===== src/rtl/bdemux_wb_16_pkg.sv =====
// -----------------------------------------------------------------------------
// bdemux_wb_16_pkg
// Shared definitions for the write-back demux and its commit queue:
//   - register-file geometry (NUM_REGS, SEL_W, BE_W)
//   - queue entry layout {sel, be, data}, with data in the low bits
//   - occupancy regions of the commit queue
//   - helpers for lane width, entry offsets and the 4-to-16 one-hot decode
// No ports (package).
// -----------------------------------------------------------------------------
package bdemux_wb_16_pkg;

  localparam int NUM_REGS  = 16;
  localparam int SEL_W     = 4;
  localparam int BE_W      = 2;
  localparam int DEF_WIDTH = 16;
  localparam int LANE_W    = DEF_WIDTH / 2;

  // Data always sits at bit 0 of an entry.
  localparam int ENT_DATA_OFS = 0;

  typedef enum logic [1:0] {
    OCC_EMPTY   = 2'd0,
    OCC_PARTIAL = 2'd1,
    OCC_FULL    = 2'd2
  } occ_e;

  function automatic int lane_width(input int width);
    return width / 2;
  endfunction

  function automatic int ent_be_ofs(input int width);
    return width;
  endfunction

  function automatic int ent_sel_ofs(input int width);
    return width + BE_W;
  endfunction

  function automatic int ent_width(input int width);
    return width + BE_W + SEL_W;
  endfunction

  function automatic logic [NUM_REGS-1:0] sel_onehot(input logic [SEL_W-1:0] sel);
    return NUM_REGS'(1) << sel;
  endfunction

endpackage


===== src/rtl/bdemux_wb_16_queue.sv =====
// -----------------------------------------------------------------------------
// wb_queue
// Synchronous FIFO holding pending write-back entries.
//   clk, rst_n     : clock, asynchronous active-low reset (empties the queue)
//   push_i         : enqueue din_i (ignored when full)
//   pop_i          : dequeue head (ignored when empty)
//   din_i, dout_o  : entry in / head entry out
//   count_o        : occupancy 0..DEPTH
//   occ_o          : occupancy region derived from count
//   ent_valid_o    : per-slot valid (slot holds a queued entry)
//   ent_sel_o      : per-slot sel field, slot i at [i*SEL_W +: SEL_W]
// -----------------------------------------------------------------------------
module wb_queue
  import bdemux_wb_16_pkg::*;
#(
  parameter int ENT_W   = 22,
  parameter int DEPTH   = 2,
  parameter int SEL_OFS = 18,
  localparam int PTR_W  = $clog2(DEPTH),
  localparam int CNT_W  = PTR_W + 1
) (
  input  logic                   clk,
  input  logic                   rst_n,
  input  logic                   push_i,
  input  logic                   pop_i,
  input  logic [ENT_W-1:0]       din_i,
  output logic [ENT_W-1:0]       dout_o,
  output logic [CNT_W-1:0]       count_o,
  output occ_e                   occ_o,
  output logic [DEPTH-1:0]       ent_valid_o,
  output logic [DEPTH*SEL_W-1:0] ent_sel_o
);

  localparam logic [CNT_W-1:0] FULL_CNT = CNT_W'(DEPTH);
  localparam logic [CNT_W-1:0] CNT_ONE  = CNT_W'(1);
  localparam logic [PTR_W-1:0] PTR_ONE  = PTR_W'(1);

  logic [ENT_W-1:0] mem_q [DEPTH];
  logic [PTR_W-1:0] wr_ptr_q, wr_ptr_d;
  logic [PTR_W-1:0] rd_ptr_q, rd_ptr_d;
  logic [CNT_W-1:0] cnt_q, cnt_d;
  logic             push_ok, pop_ok;

  always_comb begin
    if (cnt_q == '0)            occ_o = OCC_EMPTY;
    else if (cnt_q == FULL_CNT) occ_o = OCC_FULL;
    else                        occ_o = OCC_PARTIAL;
  end

  // A full queue refuses a push even when a pop happens in the same cycle.
  assign push_ok = push_i && (occ_o != OCC_FULL);
  assign pop_ok  = pop_i  && (occ_o != OCC_EMPTY);

  // Pointers wrap naturally because DEPTH is a power of two.
  always_comb begin
    wr_ptr_d = wr_ptr_q;
    rd_ptr_d = rd_ptr_q;
    cnt_d    = cnt_q;
    if (push_ok) wr_ptr_d = wr_ptr_q + PTR_ONE;
    if (pop_ok)  rd_ptr_d = rd_ptr_q + PTR_ONE;
    case ({push_ok, pop_ok})
      2'b10:   cnt_d = cnt_q + CNT_ONE;
      2'b01:   cnt_d = cnt_q - CNT_ONE;
      default: cnt_d = cnt_q;
    endcase
  end

  always_ff @(posedge clk or negedge rst_n) begin
    if (!rst_n) begin
      wr_ptr_q <= '0;
      rd_ptr_q <= '0;
      cnt_q    <= '0;
    end else begin
      wr_ptr_q <= wr_ptr_d;
      rd_ptr_q <= rd_ptr_d;
      cnt_q    <= cnt_d;
    end
  end

  // Storage needs no reset: slot validity comes from pointers and count.
  always_ff @(posedge clk) begin
    if (push_ok) mem_q[wr_ptr_q] <= din_i;
  end

  assign dout_o  = mem_q[rd_ptr_q];
  assign count_o = cnt_q;

  // Slot i is live when its distance from the read pointer is below count.
  for (genvar i = 0; i < DEPTH; i++) begin : g_slot
    logic [PTR_W-1:0] offs;
    assign offs                         = PTR_W'(i) - rd_ptr_q;
    assign ent_valid_o[i]               = ({1'b0, offs} < cnt_q);
    assign ent_sel_o[i*SEL_W +: SEL_W]  = mem_q[i][SEL_OFS +: SEL_W];
  end

endmodule


===== src/rtl/bdemux_wb_16.sv =====
// -----------------------------------------------------------------------------
// bdemux_wb_16
// Write-back demux and 16-entry register bank. Write requests are queued in
// a small commit queue and retired one per cycle into the addressed register
// under byte enables, unless hold freezes the bank.
//   clk, rst_n   : clock, asynchronous active-low reset
//   wr_valid     : write request present
//   wr_ready     : queue not full (depends on queue state only)
//   wr_sel       : destination register 0..15
//   wr_data      : write data
//   wr_be        : byte enables, bit0 = low lane, bit1 = high lane
//   hold         : freeze commits; pushes continue until full
//   regs_flat    : all registers, register k at [k*WIDTH +: WIDTH]
//   pend_mask    : bit k set while any queued entry targets register k
//   q_count      : queue occupancy
// -----------------------------------------------------------------------------
module bdemux_wb_16
  import bdemux_wb_16_pkg::*;
#(
  parameter int WIDTH   = 16,
  parameter int DEPTH   = 2,
  parameter bit R0_ZERO = 1'b0
) (
  input  logic                      clk,
  input  logic                      rst_n,
  input  logic                      wr_valid,
  output logic                      wr_ready,
  input  logic [SEL_W-1:0]          wr_sel,
  input  logic [WIDTH-1:0]          wr_data,
  input  logic [BE_W-1:0]           wr_be,
  input  logic                      hold,
  output logic [NUM_REGS*WIDTH-1:0] regs_flat,
  output logic [NUM_REGS-1:0]       pend_mask,
  output logic [$clog2(DEPTH):0]    q_count
);

  localparam int LW      = lane_width(WIDTH);
  localparam int ENT_W   = ent_width(WIDTH);
  localparam int BE_OFS  = ent_be_ofs(WIDTH);
  localparam int SEL_OFS = ent_sel_ofs(WIDTH);

  logic [ENT_W-1:0]       push_ent, head_ent;
  logic [SEL_W-1:0]       head_sel;
  logic [BE_W-1:0]        head_be;
  logic [WIDTH-1:0]       head_data;
  logic                   push, commit;
  occ_e                   occ;
  logic [DEPTH-1:0]       ent_valid;
  logic [DEPTH*SEL_W-1:0] ent_sel;
  logic [NUM_REGS-1:0]    wr_dec;
  logic [WIDTH-1:0]       regs_q [NUM_REGS];
  logic [WIDTH-1:0]       regs_d [NUM_REGS];

  // ---- accept stage: handshake into the commit queue ----
  assign wr_ready = (occ != OCC_FULL);
  assign push     = wr_valid && wr_ready;
  assign push_ent = {wr_sel, wr_be, wr_data};

  wb_queue #(
    .ENT_W   (ENT_W),
    .DEPTH   (DEPTH),
    .SEL_OFS (SEL_OFS)
  ) u_queue (
    .clk         (clk),
    .rst_n       (rst_n),
    .push_i      (push),
    .pop_i       (commit),
    .din_i       (push_ent),
    .dout_o      (head_ent),
    .count_o     (q_count),
    .occ_o       (occ),
    .ent_valid_o (ent_valid),
    .ent_sel_o   (ent_sel)
  );

  // ---- commit stage: pop head and merge into the bank ----
  assign commit    = (occ != OCC_EMPTY) && !hold;
  assign head_data = head_ent[ENT_DATA_OFS +: WIDTH];
  assign head_be   = head_ent[BE_OFS +: BE_W];
  assign head_sel  = head_ent[SEL_OFS +: SEL_W];

  // Register 0 is never a write target when it is hardwired to zero.
  always_comb begin
    wr_dec = commit ? sel_onehot(head_sel) : '0;
    if (R0_ZERO) wr_dec[0] = 1'b0;
  end

  always_comb begin
    for (int k = 0; k < NUM_REGS; k++) begin
      regs_d[k] = regs_q[k];
      if (wr_dec[k]) begin
        if (head_be[0]) regs_d[k][LW-1:0]    = head_data[LW-1:0];
        if (head_be[1]) regs_d[k][WIDTH-1:LW] = head_data[WIDTH-1:LW];
      end
    end
  end

  always_ff @(posedge clk or negedge rst_n) begin
    if (!rst_n) begin
      for (int k = 0; k < NUM_REGS; k++) regs_q[k] <= '0;
    end else begin
      for (int k = 0; k < NUM_REGS; k++) regs_q[k] <= regs_d[k];
    end
  end

  for (genvar k = 0; k < NUM_REGS; k++) begin : g_flat
    assign regs_flat[k*WIDTH +: WIDTH] = regs_q[k];
  end

  // ---- hazard view: registers targeted by any queued entry ----
  // Entries with no byte enables still mark their register.
  always_comb begin
    pend_mask = '0;
    for (int i = 0; i < DEPTH; i++) begin
      if (ent_valid[i]) pend_mask = pend_mask | sel_onehot(ent_sel[i*SEL_W +: SEL_W]);
    end
    if (R0_ZERO) pend_mask[0] = 1'b0;
  end

endmodule


===== config.mk =====
export PLATFORM = sky130hd
export DESIGN_NAME = bdemux_wb_16
export DESIGN_NICKNAME = d
export VERILOG_FILES = /design/src/rtl/bdemux_wb_16_pkg.sv /design/src/rtl/bdemux_wb_16_queue.sv /design/src/rtl/bdemux_wb_16.sv
export SDC_FILE = /design/constraint.sdc
export NUM_CORES = 1
export LEC_CHECK = 0
export ABC_CLOCK_PERIOD_IN_PS = 2200
export CORE_ASPECT_RATIO = 0.9
export CORE_MARGIN = 2
export CORE_UTILIZATION = 45
export CTS_CLUSTER_SIZE = 10
export DETAILED_ROUTE_END_ITERATION = 6
export PLACE_DENSITY = 0.76
export SLEW_MARGIN = 10
export SYNTH_ARGS = -nofsm -noshare
export SYNTH_HDL_FRONTEND = slang
export SYNTH_SLANG_ARGS = --single-unit

===== constraint.sdc =====
create_clock -name clk -period 2.2 [get_ports clk]
set_clock_uncertainty 0.2 [all_clocks]
set_input_delay 0.22 -clock clk [delete_from_list [all_inputs] [get_ports clk]]
set_output_delay 0.22 -clock clk [all_outputs]
set_load 0.1 [all_outputs]

==> results of run 1 <==
==> registers in the layout (all words and copies together), names as in the netlist <==
signal	cells
u_queue.rd_ptr_q	1
u_queue.count_o	2
regs_flat	256
u_queue.wr_ptr_q	1
u_queue.mem_q	44
==> layout make-up <==
class | count | area (um^2)
timing repair buffer | 364 | 3329
antenna | 1 | 2.502
fill | 1915 | 9126
clock buffer | 46 | 959.7
clock inverter | 1 | 30.03
inverter | 2 | 7.507
multi-input combinational | 367 | 4479
sequential | 304 | 7835
tap | 348 | 435.4
==> cells by family after synthesis <==
kind of cell | count (synthesis) | share of synthesized area
compound gates | 27 | 0.01869
xor+xnor | 5 | 0.003633
fa+ha+maj | 1 | 0.001038
flops | 304 | 0.6494
buf+inv | 41 | 0.01993
simple gates | 61 | 0.04734
mux | 273 | 0.2599
==> cells in the final DEF, fill, tap and decap left out, drive strengths merged <==
cell type and n:
nand2 6, a32o 2, clkbuf 47, diode 1, o22ai 20, xnor2 4
and2b 1, mux2 272, dfrtp 260, o21ba 1, or3b 2, dlygate4sd3 1
nor2b 2, mux2i 1, ha 1, and2 1, or2 2, inv 2
buf 338, bufinv 1, a22o 2, clkdlybuf4s50 24, nand3b 3, xor2 1
nor2 4, edfxtp 44, a21oi 1, nand2b 6, nand3 23, a21o 1
and3 11
==> path summary, 6_finish.rpt <==
path | to | slack [ns] | cells after the start
worst max-delay path | pend_mask[2] | -0.26 | 6
worst min-delay path | regs_flat[5] | 0.11 | 2
worst max register to register | regs_flat[196] | 0.03 | 7
worst min register to register | regs_flat[4] | 0.28 | 1
max in group asynchronous | regs_flat[60] | 0.99 | 3
min in group clk | u_queue.mem_q[1][16] | 0.11 | 1
==> critical path, cell delays in order (launching register included) <==
cell     delay, ns
dfrtp_1       0.38
buf_6         0.13
inv_2         0.05
a21o_1        0.15
or3b_4        0.47
o22ai_4       0.16
buf_12        0.20
==> timing repair <==
action	CTS	global route
gates resized for setup	11	48
endpoints found under the setup margin	44	199
buffers inserted	9	9
hold buffers	1	0
hold endpoints to repair	260	0
pin swaps	8	16
cloned	0	1
==> metrics by stage <==
step,setup slack [ns],setup TNS [ns]
after floorplan,-0.1315,-7.499
after global placement,-0.1197,-12.04
after detailed placement,-0.1182,-11.36
after CTS,-0.2798,-3.164
after global routing,-0.3437,-4.663
final,-0.2647,-2.726
==> layer usage <==
metal	vias up	share of wire	GRT usage
met2	260	0.47	0.3507
met1	3949	0.43	0.3045
li1	3317	-	-
met5	-	0	0
met4	0	0.017	0.04696
met3	47	0.080	0.06184
==> flow_metrics.env, run 1 <==
export IMPL_synth_area_um2=12050
export IMPL_synth_cells=712
export IMPL_r2r_start="u_queue.count_o[0]"
export IMPL_drive_gt1_frac=0.6596
export IMPL_gp_congestion=0.7896
export IMPL_grt_pass1_wl_mm=48.19
export IMPL_drt_total_wl_mm=31.31
export IMPL_crit_required_ns=1.78
export IMPL_worstMarginPinSlew_ns=0.5358
export IMPL_netlist_area_leader_share=0.5398
export IMPL_gr_usage_all_layers=0.2207
export IMPL_cts_sinks=304
export IMPL_min_path_type="in2async"
export IMPL_hpwl_mm=21.51
export IMPL_drcViolationCount=0
export IMPL_synth_area_leaders="dfrtp_1 (54%), mux2_2 (23%), edfxtp_1 (11%), nand3_4 (2.3%), mux2_4 (2.0%)"
export IMPL_finalSetupViolations=16
export IMPL_fp_dieW_um=176.5
export IMPL_drv_cap=0
export IMPL_start_kind="flip-flop"
export IMPL_max_slew_margin=0.6428
export IMPL_final_nets=1102
export IMPL_synth_edf_count=44
export IMPL_post_route_util=0.6517
export IMPL_ys_seq_area_frac=0.6494
export IMPL_max_freq_mhz=405.7
export IMPL_synthTopCellsByCount="dfrtp_1 (260), mux2_2 (250), edfxtp_1 (44)"
export IMPL_syn_nets=739
export IMPL_coreArea_um2=26210
export IMPL_syn_area_per_cell_um2=16.93
export IMPL_status="complete, but fails checks"
export IMPL_initial_core_util=0.4599
export IMPL_synth_cell_types=37
export IMPL_hold_violations=0
export IMPL_clock_tree_root_cell="clkbuf_16"
export IMPL_clk_insertion_delay_late_ns=0.49
export IMPL_viasPerCell=5.285
export IMPL_clkTransAtPathRegs_ns=0.06
export IMPL_critPathKind="reg2out"
export IMPL_dr_pass1_iters=6
export IMPL_period_share=1.120
export IMPL_dp_cells=1367
export IMPL_synth_main_ff_cell="dfrtp_1"
export IMPL_ys_warn_count=0
export IMPL_crit_start="u_queue.rd_ptr_q"
export IMPL_grt_overflow_total=0
export IMPL_cts_tree="yes"
export IMPL_crit_arrival_ns=2.04
export IMPL_final_cell_count_no_fill=1433
export IMPL_fin_ws_ns=-0.2647
export IMPL_io_buffers=300
export IMPL_place_area_um2=15700
export IMPL_areaGrowthSynthToFinish_pct=41.70
export IMPL_cts_buffer_depth=3
export IMPL_final_min_clock_period_ns=2.465
export IMPL_std_cell_rows=56
export IMPL_synth_most_common_cell="dfrtp_1"
export IMPL_end_kind="primary output"
export IMPL_synth_area_leader_cell="dfrtp_1"
export IMPL_wl_per_cell_um=21.85
export IMPL_ys_ff_latch=304
export IMPL_via_count=7573
export IMPL_htreeDepth=2
export IMPL_slew_violations=0
export IMPL_cts_buffers=36
export IMPL_die_area_um2=28110
export IMPL_rsz0062_at_grt="true"
export IMPL_async_flop_share=0.8553
export IMPL_grt_pass1_vias=7824
export IMPL_antenna_found_initial=1
export IMPL_drtIter0Drc=333
export IMPL_violations="negative setup slack"
export IMPL_ios=301
export IMPL_cp_max_fo=4
export IMPL_die_h_um=159.3
export IMPL_hold_ws_ns=0.1051
export IMPL_ant_nets=0
export IMPL_grt_max_degree=60
export IMPL_final_cell_area_um2=17080
Power of run 1 is left out: the tool's default activity adds up to more than one toggle a clock period on the data nets, which glitch-free logic cannot reach.
==> run 2: changes to the inputs <==
--- a/config.mk
+++ b/config.mk
@@ -12,6 +12,7 @@
 export CTS_CLUSTER_SIZE = 10
 export DETAILED_ROUTE_END_ITERATION = 6
 export PLACE_DENSITY = 0.76
+export SKIP_LAST_GASP = 1
 export SLEW_MARGIN = 10
 export SYNTH_ARGS = -nofsm -noshare
 export SYNTH_HDL_FRONTEND = slang
==> flow_metrics.env, run 2 (synthesis results as in run 1) <==
export IMPL_status="complete, but fails checks"
export IMPL_violations="negative setup slack"
export IMPL_io_buffers=300
export IMPL_clock_tree_root_cell="clkbuf_16"
export IMPL_largest_reg_flops=256
export IMPL_areaGrowthSynthToFinish_pct=42.11
export IMPL_die_area_um2=28110
export IMPL_drive_gt1_frac=0.6602
export IMPL_max_freq_mhz=405.1
export IMPL_r2r_end="regs_flat[250]"
export IMPL_fp_dieW_um=176.5
export IMPL_ios=301
export IMPL_worstMarginPinSlew_ns=0.5440
export IMPL_grt_pass1_vias=7825
export IMPL_grt_overflow_total=0
export IMPL_std_cell_rows=56
export IMPL_htreeDepth=2
export IMPL_hpwl_mm=21.51
export IMPL_max_slew_margin=0.6373
export IMPL_worstPathCellList="buf_6, inv_2, a21o_1, or3b_4, o22ai_4, buf_12"
export IMPL_cts_buffer_depth=3
export IMPL_cts_tree="yes"
export IMPL_final_min_clock_period_ns=2.468
export IMPL_hold_violations=0
export IMPL_ant_nets=0
export IMPL_grt_max_degree=60
export IMPL_wl_per_cell_um=21.92
export IMPL_coreArea_um2=26210
export IMPL_cpMaxStageDelayCell="or3b_4"
export IMPL_period_share=1.122
export IMPL_cp_max_fo=4
export IMPL_rsz0062_at_grt="true"
export IMPL_fin_ws_ns=-0.2683
export IMPL_min_path_type="in2async"
export IMPL_cts_sinks=304
export IMPL_antenna_found_initial=1
export IMPL_path_delay_family="simple AND/OR/NAND/NOR gates"
export IMPL_crit_arrival_ns=2.05
export IMPL_start_kind="flip-flop"
export IMPL_die_h_um=159.3
export IMPL_final_nets=1104
export IMPL_gp_congestion=0.7896
export IMPL_grt_pass1_wl_mm=48.22
export IMPL_critPathKind="reg2out"
export IMPL_gr_usage_all_layers=0.2207
export IMPL_reg2reg_depth=7
export IMPL_clk_insertion_delay_late_ns=0.49
export IMPL_crit_start="u_queue.rd_ptr_q"
export IMPL_viasPerCell=5.283
export IMPL_drv_cap=0
export IMPL_finalSetupViolations=16
export IMPL_r2r_start="u_queue.rd_ptr_q"
export IMPL_fillerInstances=1905
export IMPL_clkTransAtPathRegs_ns=0.05
export IMPL_post_route_util=0.6536
export IMPL_r2r_setup_slack_ns=0.03
export IMPL_slowest_delay_ns=0.47
export IMPL_pre_cts_ws_ns=-0.1182
export IMPL_drcViolationCount=0
export IMPL_path_buf_inv=3
export IMPL_drtIter0Drc=359
export IMPL_drt_total_wl_mm=31.46
export IMPL_dr_pass1_iters=4
export IMPL_slew_violations=0
export IMPL_final_common_cell="buf_4"
export IMPL_crit_required_ns=1.78
export IMPL_end_kind="primary output"
export IMPL_initial_core_util=0.4599
export IMPL_via_count=7581
export IMPL_layout_common_cells="buf_4 (291), dfrtp_1 (258), mux2_2 (216)"
export IMPL_cts_buffers=36
run 2: repair_timing:
| item | in CTS | in global routing |
|---|---|---|
| cloned | 0 | 2 |
| resized for setup | 10 | 56 |
| endpoints found under the setup margin | 44 | 261 |
| setup buffers | 9 | 11 |
| pin swaps | 5 | 18 |
| hold buffers | 1 | 0 |
| endpoints found under the hold margin | 260 | 0 |
run 2: routing by layer:
layer,part of all wire,vias to the layer above,global-route usage
met5,0,-,0
met4,0.016,0,0.04696
met3,0.085,46,0.06184
met2,0.47,275,0.3505
met1,0.43,3927,0.3048
li1,-,3333,-
run 2: final cells by class:
class	count	area [um^2]	area share
diodes	1	2.502	0.0001461
clock buffers	46	959.7	0.05603
well taps	348	435.4	0.02542
flip-flops and latches	304	7835	0.4574
inverters	2	7.507	0.0004383
repair buffers	366	3357	0.1960
clock inverters	1	30.03	0.001753
multi-input cells	367	4501	0.2628
run 2: worst register-to-register path: cells and delay by family (launching register included):
kind / cells / cell delay, ns
muxes: 2 / 0.61
and+or+nand+nor: 2 / 0.40
DFF: 1 / 0.36
buffers and inverters: 3 / 0.49
run 2: worst max path at each step:
stage | slack, ns | to | depth (start not counted)
floorplan | -0.13 | pend_mask[0] | 4
global placement | -0.12 | regs_flat[118] | 6
detailed placement | -0.12 | regs_flat[117] | 6
CTS | -0.28 | pend_mask[2] | 6
global route | -0.35 | pend_mask[3] | 6
finish | -0.27 | pend_mask[2] | 6
run 2: stage by stage:
step | instances | setup TNS, ns | hold WS (ns) | instance area [um^2]
CTS | 1423 | -3.754 | 0.08389 | 16810
finish | 1435 | -2.794 | 0.08452 | 17130
global placement | 1367 | -12.04 | 0.01016 | 15700
floorplan | 712 | -7.499 | -0.2756 | 12390
detailed placement | 1367 | -11.36 | 0.01024 | 15700
global route | 1435 | -5.051 | 0.09208 | 17130
Power of run 2 is left out for the same reason.
==> run 3: changes to the inputs <==
--- a/config.mk
+++ b/config.mk
@@ -12,6 +12,7 @@
 export CTS_CLUSTER_SIZE = 10
 export DETAILED_ROUTE_END_ITERATION = 6
 export PLACE_DENSITY = 0.76
+export SKIP_CTS_REPAIR_TIMING = 1
 export SKIP_LAST_GASP = 1
 export SLEW_MARGIN = 10
 export SYNTH_ARGS = -nofsm -noshare
==> flow_metrics.env, run 3 (synthesis results as in run 1) <==
export IMPL_status="complete, but fails checks"
export IMPL_violations="negative setup slack"
export IMPL_crit_required_ns=1.78
export IMPL_ant_nets=0
export IMPL_crit_start="u_queue.count_o[0]"
export IMPL_gp_congestion=0.7896
export IMPL_cts_buffers=36
export IMPL_viasPerCell=5.266
export IMPL_gr_usage_all_layers=0.2203
export IMPL_grt_max_degree=60
export IMPL_use_met3=0.06208
export IMPL_drive_gt1_frac=0.6543
export IMPL_areaGrowthSynthToFinish_pct=40.23
export IMPL_max_freq_mhz=398.1
export IMPL_final_nets=1097
export IMPL_final_min_clock_period_ns=2.512
export IMPL_period_share=1.142
export IMPL_via_count=7520
export IMPL_r2r_start="u_queue.rd_ptr_q"
export IMPL_post_route_util=0.6450
export IMPL_io_buffers=300
export IMPL_worstMarginPinSlew_ns=0.5383
export IMPL_grt_pass1_vias=7757
export IMPL_place_area_um2=15700
export IMPL_largest_reg_flops=256
export IMPL_finalSetupViolations=16
export IMPL_initial_core_util=0.4599
export IMPL_clk_insertion_delay_late_ns=0.49
export IMPL_gr_usage_met2=0.3482
export IMPL_pre_cts_ws_ns=-0.1182
export IMPL_critPathKind="reg2out"
export IMPL_dr_pass1_iters=5
export IMPL_grt_overflow_total=0
export IMPL_wl_per_cell_um=21.83
export IMPL_grt_busiest_layer="met2"
export IMPL_drtIter0Drc=280
export IMPL_layout_common_cells="buf_4 (288), dfrtp_1 (257), mux2_2 (250)"
export IMPL_antenna_found_initial=1
export IMPL_final_common_cell="buf_4"
export IMPL_slew_violations=0
export IMPL_crit_arrival_ns=2.09
export IMPL_drv_cap=0
export IMPL_cp_max_fo=4
export IMPL_hpwl_mm=21.51
export IMPL_hold_violations=0
export IMPL_fin_ws_ns=-0.3122
export IMPL_drcViolationCount=0
export IMPL_max_slew_margin=0.6411
export IMPL_clock_tree_root_cell="clkbuf_16"
export IMPL_use_met1=0.3053
export IMPL_rsz0062_at_grt="true"
export IMPL_cts_tree="yes"
export IMPL_start_kind="flip-flop"
export IMPL_cts_buffer_depth=3
export IMPL_r2r_end="regs_flat[166]"
export IMPL_cts_sinks=304
export IMPL_min_path_type="in2async"
export IMPL_std_cell_rows=56
export IMPL_hold_ws_ns=0.08799
export IMPL_ios=301
export IMPL_reg2reg_depth=7
export IMPL_fp_dieW_um=176.5
export IMPL_r2r_setup_slack_ns=0.04
export IMPL_die_h_um=159.3
export IMPL_final_cell_area_um2=16900
export IMPL_clkTransAtPathRegs_ns=0.05
export IMPL_grt_pass1_wl_mm=48.13
export IMPL_endpoint="pend_mask[5]"
export IMPL_end_kind="primary output"
export IMPL_die_area_um2=28110
export IMPL_htreeDepth=2
export IMPL_drt_total_wl_mm=31.17
export IMPL_coreArea_um2=26210
run 3: changes by cell type in the layout (fill, tap and decap cells not counted), moves of 2 or more:
cell,delta
a22o_1,+2
and3_4,-2
clkbuf_16,-2
buf_4,-3
buf_6,-3
and3_1,+2
mux2_2,+34
mux2_4,-34
run 3: worst min path at each step:
stage	start	to	slack (ns)	depth (start not counted)
floorplan	rst_n	regs_flat[0]	-0.28	0
global placement	rst_n	regs_flat[145]	0.01	1
detailed placement	rst_n	regs_flat[145]	0.01	1
CTS	rst_n	regs_flat[145]	-0.51	1
global route	wr_data[6]	u_queue.mem_q[1][6]	0.09	1
finish	rst_n	regs_flat[145]	0.09	2
run 3: metal layers:
layer,up-vias,share of wire
met4,0,0.018
li1,3317,-
met2,264,0.47
met3,49,0.080
met1,3890,0.43
met5,-,0
run 3: layout make-up:
class	instances	area, um^2
fillers	1927	9304
flip-flops and latches	304	7836
multi-input cells	367	4357
repair buffers	359	3271
clock buffers	46	959.7
well taps	348	435.4
clock inverters	1	30.03
inverters	2	10.01
diodes	1	2.502
run 3: stage by stage:
| stage | TNS, ns | std cells |
|---|---|---|
| 5_1_grt | -4.693 | 1428 |
| 2_1_floorplan | -7.499 | 712 |
| 4_1_cts | -7.367 | 1414 |
| 3_3_place_gp | -12.04 | 1367 |
| 3_5_place_dp | -11.36 | 1367 |
| 6_report | -3.675 | 1428 |
run 3: critical path, cell delays in order, from the launching register on:
cell	delay [ns]
dfrtp_4	0.48
buf_8	0.14
a21o_4	0.22
buf_12	0.12
buf_6	0.10
nand3b_1	0.10
buf_6	0.16
o22ai_4	0.08
buf_12	0.19
Power of run 3 is left out for the same reason.
